## config.mk

```make
export PLATFORM = sky130hd
export DESIGN_NAME = wb_result_stage
export DESIGN_NICKNAME = d
export VERILOG_FILES = /design/src/rtl/cpu_pkg.sv /design/src/rtl/load_extend.sv /design/src/rtl/wb_result_stage.sv
export SDC_FILE = /design/constraint.sdc
export NUM_CORES = 1
export LEC_CHECK = 0
export BUFFER_PORTS_ARGS = -buffer_cell sky130_fd_sc_hd__buf_4
export CAP_MARGIN = 10
export CORE_UTILIZATION = 40
export CTS_CLUSTER_DIAMETER = 60
export DETAILED_ROUTE_END_ITERATION = 8
export SYNTH_ARGS = -nofsm -noshare
export SYNTH_HDL_FRONTEND = slang
export SYNTH_SLANG_ARGS = --single-unit
```

## constraint.sdc

```tcl
create_clock -name clk -period 3 [get_ports clk]
set_input_delay 0.75 -clock clk [delete_from_list [all_inputs] [get_ports clk]]
set_output_delay 0.75 -clock clk [all_outputs]
set_load 0.005 [all_outputs]
```

## src/rtl/cpu_pkg.sv

```systemverilog
// Shared CPU definitions: load-type codes, write-back source indices
// and a helper for sizing source-select fields.
package cpu_pkg;

    localparam logic [2:0] LD_WORD = 3'd0;
    localparam logic [2:0] LD_LB   = 3'd1;
    localparam logic [2:0] LD_LBU  = 3'd2;
    localparam logic [2:0] LD_LH   = 3'd3;
    localparam logic [2:0] LD_LHU  = 3'd4;

    localparam int SRC_MEM  = 0;
    localparam int SRC_ALU  = 1;
    localparam int SRC_PC8  = 2;
    localparam int SRC_HILO = 3;

    // Select field width; never narrower than one bit.
    function automatic int selWidth(input int n);
        return (n > 1) ? $clog2(n) : 1;
    endfunction

endpackage

```

## src/rtl/load_extend.sv

```systemverilog
// Sub-word load extension (lb/lbu/lh/lhu); purely combinational.
// Ports: rawData, ldType, addrLo in; extData out (DATA_W wide).
module load_extend
    import cpu_pkg::*;
#(
    parameter int DATA_W = 32
) (
    input  logic [DATA_W-1:0] rawData,
    input  logic [2:0]        ldType,
    input  logic [1:0]        addrLo,
    output logic [DATA_W-1:0] extData
);

    logic [7:0]  byteVal;
    logic [15:0] halfVal;

    // Halves ignore addrLo[0]; misaligned halves read the aligned lane.
    assign byteVal = rawData[{addrLo, 3'b000} +: 8];
    assign halfVal = rawData[{addrLo[1], 4'b0000} +: 16];

    always_comb begin
        extData = rawData;
        case (ldType)
            LD_LB:  extData = {{(DATA_W-8){byteVal[7]}}, byteVal};
            LD_LBU: extData = {{(DATA_W-8){1'b0}}, byteVal};
            LD_LH:  extData = {{(DATA_W-16){halfVal[15]}}, halfVal};
            LD_LHU: extData = {{(DATA_W-16){1'b0}}, halfVal};
            default: extData = rawData;
        endcase
    end

endmodule

```

## src/rtl/wb_result_stage.sv

```systemverilog
// MEM/WB stage register with NSRC-way write-back select and load extension.
// Ports: clk, reset_n; m_* MEM-stage inputs; stall, flush; wb_* outputs.
module wb_result_stage
    import cpu_pkg::*;
#(
    parameter  int DATA_W = 32,
    parameter  int NSRC   = 4,
    parameter  int REG_AW = 5,
    localparam int SEL_W  = selWidth(NSRC)
) (
    input  logic                   clk,
    input  logic                   reset_n,
    input  logic                   m_valid,
    input  logic [NSRC*DATA_W-1:0] m_src,
    input  logic [SEL_W-1:0]       m_sel,
    input  logic [2:0]             m_ld_type,
    input  logic [1:0]             m_addr_lo,
    input  logic                   m_we,
    input  logic [REG_AW-1:0]      m_waddr,
    input  logic                   stall,
    input  logic                   flush,
    output logic                   wb_valid,
    output logic                   wb_we,
    output logic [REG_AW-1:0]      wb_waddr,
    output logic [DATA_W-1:0]      wb_data,
    output logic                   wb_sel_err
);

    logic                   validQ;
    logic [NSRC*DATA_W-1:0] srcQ;
    logic [SEL_W-1:0]       selQ;
    logic [2:0]             ldTypeQ;
    logic [1:0]             addrLoQ;
    logic                   weQ;
    logic [REG_AW-1:0]      waddrQ;
    logic                   selErrQ;

    logic                   selErrIn;
    logic [DATA_W-1:0]      muxData;
    logic [DATA_W-1:0]      extData;

    assign selErrIn = {1'b0, m_sel} >= (SEL_W+1)'(NSRC);

    // A flush only needs to kill the side-effect bits; the payload
    // simply holds.
    always_ff @(posedge clk) begin
        if (!reset_n) begin
            validQ  <= 1'b0;
            srcQ    <= '0;
            selQ    <= '0;
            ldTypeQ <= LD_WORD;
            addrLoQ <= '0;
            weQ     <= 1'b0;
            waddrQ  <= '0;
            selErrQ <= 1'b0;
        end else if (flush) begin
            validQ  <= 1'b0;
            weQ     <= 1'b0;
            selErrQ <= 1'b0;
        end else if (!stall) begin
            validQ  <= m_valid;
            srcQ    <= m_src;
            selQ    <= m_sel;
            ldTypeQ <= m_ld_type;
            addrLoQ <= m_addr_lo;
            weQ     <= m_we;
            waddrQ  <= m_waddr;
            selErrQ <= selErrIn;
        end
    end

    // Out-of-range indices match no source and leave the data at zero.
    always_comb begin
        muxData = '0;
        for (int i = 0; i < NSRC; i++) begin
            if (selQ == SEL_W'(i)) begin
                muxData = srcQ[i*DATA_W +: DATA_W];
            end
        end
    end

    load_extend #(
        .DATA_W (DATA_W)
    ) uExt (
        .rawData (srcQ[SRC_MEM*DATA_W +: DATA_W]),
        .ldType  (ldTypeQ),
        .addrLo  (addrLoQ),
        .extData (extData)
    );

    assign wb_data    = (selQ == SEL_W'(SRC_MEM)) ? extData : muxData;
    assign wb_valid   = validQ;
    assign wb_waddr   = waddrQ;
    assign wb_sel_err = selErrQ;
    assign wb_we      = validQ & weQ & (waddrQ != '0) & ~selErrQ;

endmodule

```

==> flow_metrics.py <==
metrics = {
    "synth": {
        "avgSynthCellArea_sq_um": 8.24,
        "synthSimpleGateAreaFrac_pct": 19.9,
        "ys_types": 38,
        "muxShareOfSynthArea_pct": 8.61,
        "synth_xor_area_share_pct": 0.129,
        "synthAdderAreaFrac_pct": 0,
        "syn_inst": 827,
        "synth_top_family_by_area": "compound AO/OA/AOI/OAI gates",
        "yosysWarnings": 0,
        "synth_nets": 973,
        "synth_seq_cells": 142,
        "synth_area_sq_mm": 0.00681,
        "yosysSeqAreaShare_pct": 41.7,
        "synth_compound_area_share_pct": 25.1,
    },
    "pwr": {
        "power.density_mw_per_mm2": 539,
        "p_leak_nw": 3.52,
        "irDropWorstVdd_mv": 0.417,
        "finalPower_mw": 4.88,
    },
    "critical_path": {
        "worstRegToRegCells": 3,
        "startpoint": "srcQ[31]$_SDFFE_PN0P_",
        "r2r-start": "addrLoQ[1]$_SDFFE_PN0P_",
        "crit_slowest_cell": "a221oi_1",
        "crit_chain": "mux4_2 > nor3b_4 > nor2_4 > a221oi_1 > buf_4",
        "start_kind": "register",
        "cp.arrival_ps": 2170,
        "crit_required_ps": 2250,
        "rrSetupSlack_ps": 1940,
        "path_class": "reg -> out",
        "rr_endpoint": "addrLoQ[1]$_SDFFE_PN0P_",
        "cp_max_fo": 5,
        "cpPeakStageDelay_ps": 490,
        "worstSetupEndpointType": "output pin",
    },
    "clock_network": {
        "cts_hold_buf": 0,
        "clock_latency_ps": 430,
        "cts-root-buf": "clkbuf_16",
        "cts.path.max_buffers": 2,
        "clkTransAtPathRegs_ps": 60,
        "cts_tree": "yes",
        "cts_inserted_buffers": 17,
        "htree_levels": 4,
        "cts.sinks": 142,
    },
    "timing": {
        "worst_pin_slew_ps": 595,
        "rsz0062_at_grt": "false",
        "setup_viol": 0,
        "relSlewSlack_pct": 59.2,
        "period_needed_ps": 2920,
        "hold_viol": 0,
        "slew_violations": 0,
        "holdWs_ps": 459,
        "clock.fmax_ghz": 0.343,
        "fin_skew_ps": 0,
        "fin_crit_sh_pct": 97.2,
        "worst_slack_ps": 84.3,
        "tns_ps": 0,
    },
    "routing": {
        "post_drt_wl_per_cell_um": 17.4,
        "drc": 0,
        "drtIter0Drc": 424,
        "dr_total_vias": 6236,
        "drtAntennaViolNets": 0,
        "drt_pass1_iterations": 5,
        "viasPerCell": 5.12,
        "drt_wl_total_um": 21100,
    },
    "global_routing": {
        "grt_pass1_vias": 6003,
        "grt-ovfl-total": 0,
        "busiest_layer": "met2",
        "grt_util_met2_pct": 36.5,
        "met1_usage_pct": 34.5,
        "grt_pass1_wl_um": 32900,
        "grt_max_degree": 73,
        "use_met3_pct": 6.40,
        "antenna_found_initial": 1,
        "grt_usage_pct": 24.6,
    },
    "layout": {
        "regArea_sq_mm": 0.00285,
        "drive_gt1_share_pct": 28.4,
        "multi_input_comb_area_sq_mm": 0.00370,
        "syn_to_final_growth_pct": 32.8,
        "final_nets": 1132,
        "fill_cells": 1657,
        "fin_cells": 1218,
    },
    "worst_hold_path": {
        "min_path_type": "reg -> reg",
        "min_path_cells": 2,
        "whs_endpoint": "srcQ[47]$_SDFFE_PN0P_",
        "hold_start": "srcQ[47]$_SDFFE_PN0P_",
    },
    "die": {
        "fp.dieH_um": 132,
        "die-width_um": 132,
        "io_pins": 186,
        "die_area_sq_mm": 0.0176,
        "num_rows": 47,
        "fp.coreArea_sq_mm": 0.0166,
        "initial_core_util_pct": 41.1,
    },
    "job": {
        "cap_violations": 0,
    },
    "placed_design": {
        "routabilityCongestion": 0.920,
        "hpwl_um": 15400,
        "dp_slack_ps": 392,
        "dp.cells": 1187,
        "port_buffers": 184,
    },
    "status": {
        "outcome": "finished clean",
    },
}
## metrics by stage
stage | instance area (sq um) | util (%)
floorplan | 6810 | -
global placement | 8410 | 50.7
detailed placement | 8410 | 50.7
CTS | 9000 | 54.3
global route | 9050 | 54.6
finish | 9050 | 54.6
## synth_stat cells, drive strengths merged
| library cell | number | area share [%] |
|---|---|---|
| a22oi | 15 | 1.7 |
| buf | 22 | 1.9 |
| conb | 1 | 0.055 |
| nand2b | 3 | 0.28 |
| nor2b | 2 | 0.18 |
| and2 | 2 | 0.18 |
| clkbuf | 47 | 2.6 |
| o311a | 1 | 0.15 |
| a221oi | 24 | 4.0 |
| or3b | 1 | 0.17 |
| a21oi | 3 | 0.22 |
| or2 | 2 | 0.18 |
| o221ai | 1 | 0.22 |
| inv | 1 | 0.055 |
| o21a | 7 | 0.77 |
| o211ai | 1 | 0.18 |
| nand3b | 1 | 0.11 |
| nand2 | 299 | 17 |
| nor2 | 29 | 1.7 |
| o21ai | 26 | 1.9 |
| mux2i | 35 | 5.1 |
| a21boi | 141 | 16 |
| mux2 | 7 | 1.2 |
| xnor2 | 1 | 0.13 |
| dfxtp | 142 | 42 |
| a21o | 1 | 0.11 |
| or3 | 2 | 0.18 |
| mux4 | 7 | 2.3 |
| nor3 | 1 | 0.073 |
| nor3b | 1 | 0.28 |
| a41oi | 1 | 0.13 |
## worst max path at each step
stage / to / slack (ps) / depth (start not counted)
after global placement: wb_data[5] / 390 / 5
after floorplan: wb_data[21] / 680 / 6
after detailed placement: wb_data[20] / 390 / 6
after global routing: wb_data[6] / 6 / 5
after CTS: wb_data[7] / 2 / 5
final: wb_data[19] / 80 / 5
## power breakdown
| part | leakage, nW | total [mW] | switching, mW | internal [mW] |
|---|---|---|---|---|
| Clock | 0.283 | 2.11 | 0.809 | 1.30 |
| Combinational | 2.07 | 0.731 | 0.353 | 0.378 |
| Sequential | 1.16 | 2.04 | 0.0622 | 1.97 |
| Total | 3.52 | 4.88 | 1.22 | 3.65 |
## worst max-delay path: cells and delay by family, from the launching register on
family	cells	cell delay (ps)
AOI/OAI and AO/OA	1	490
DFF	1	400
and+or+nand+nor	2	340
muxes	1	310
buffers and inverters	1	200
## area by class of cell
cell class | instances | area share (%)
multi-input combinational | 615 | 40.9
inverter | 1 | 0.0415
tap | 220 | 3.04
clock buffer | 21 | 5.31
antenna | 1 | 0.0277
timing repair buffer | 209 | 17.9
clock inverter | 9 | 1.22
sequential | 142 | 31.5
## routing by layer
metal,routed length [um],up-vias
li1,-,3121
met1,9880,2872
met2,9310,213
met3,1410,30
met4,534,0
met5,0,-
## logic make-up after synthesis
group           after synthesis
simple gates                343
compound gates              221
flops                       142
buf+inv                      70
mux                          49
xor+xnor                      1
other cells                   1
## repair_timing
action	CTS	global route
setup buffers	0	0
resized for setup	2	11
pin swaps	0	2
endpoints found under the setup margin	12	22
## layout by cell type, fill, tap and decap left out, types with 2 or more instances in the layout
| cell type | instances |
|---|---|
| o21ai_0 | 17 |
| a21oi_1 | 3 |
| or3_1 | 2 |
| a221oi_1 | 9 |
| clkbuf_16 | 17 |
| and2_1 | 2 |
| clkinv_2 | 2 |
| clkinvlp_4 | 3 |
| nand2b_1 | 3 |
| dfxtp_2 | 3 |
| mux4_2 | 7 |
| buf_12 | 4 |
| o21ai_1 | 8 |
| nor2_4 | 2 |
| nor2_1 | 27 |
| clkbuf_8 | 4 |
| a22oi_1 | 15 |
| nor2b_1 | 2 |
| nand2_1 | 298 |
| a21boi_0 | 140 |
| a221oi_2 | 15 |
| o21a_1 | 7 |
| dfxtp_1 | 138 |
| buf_4 | 204 |
| bufinv_16 | 2 |
| mux2i_1 | 35 |
| mux2_2 | 7 |
## sequential cells by signal, indices dropped and copies added (netlist names)
register and count:
wb_valid 1, ldTypeQ 3, addrLoQ 2, srcQ 128, weQ 1, wb_waddr 5, selQ 2
Note: power is estimated with default switching activity, not from simulation.
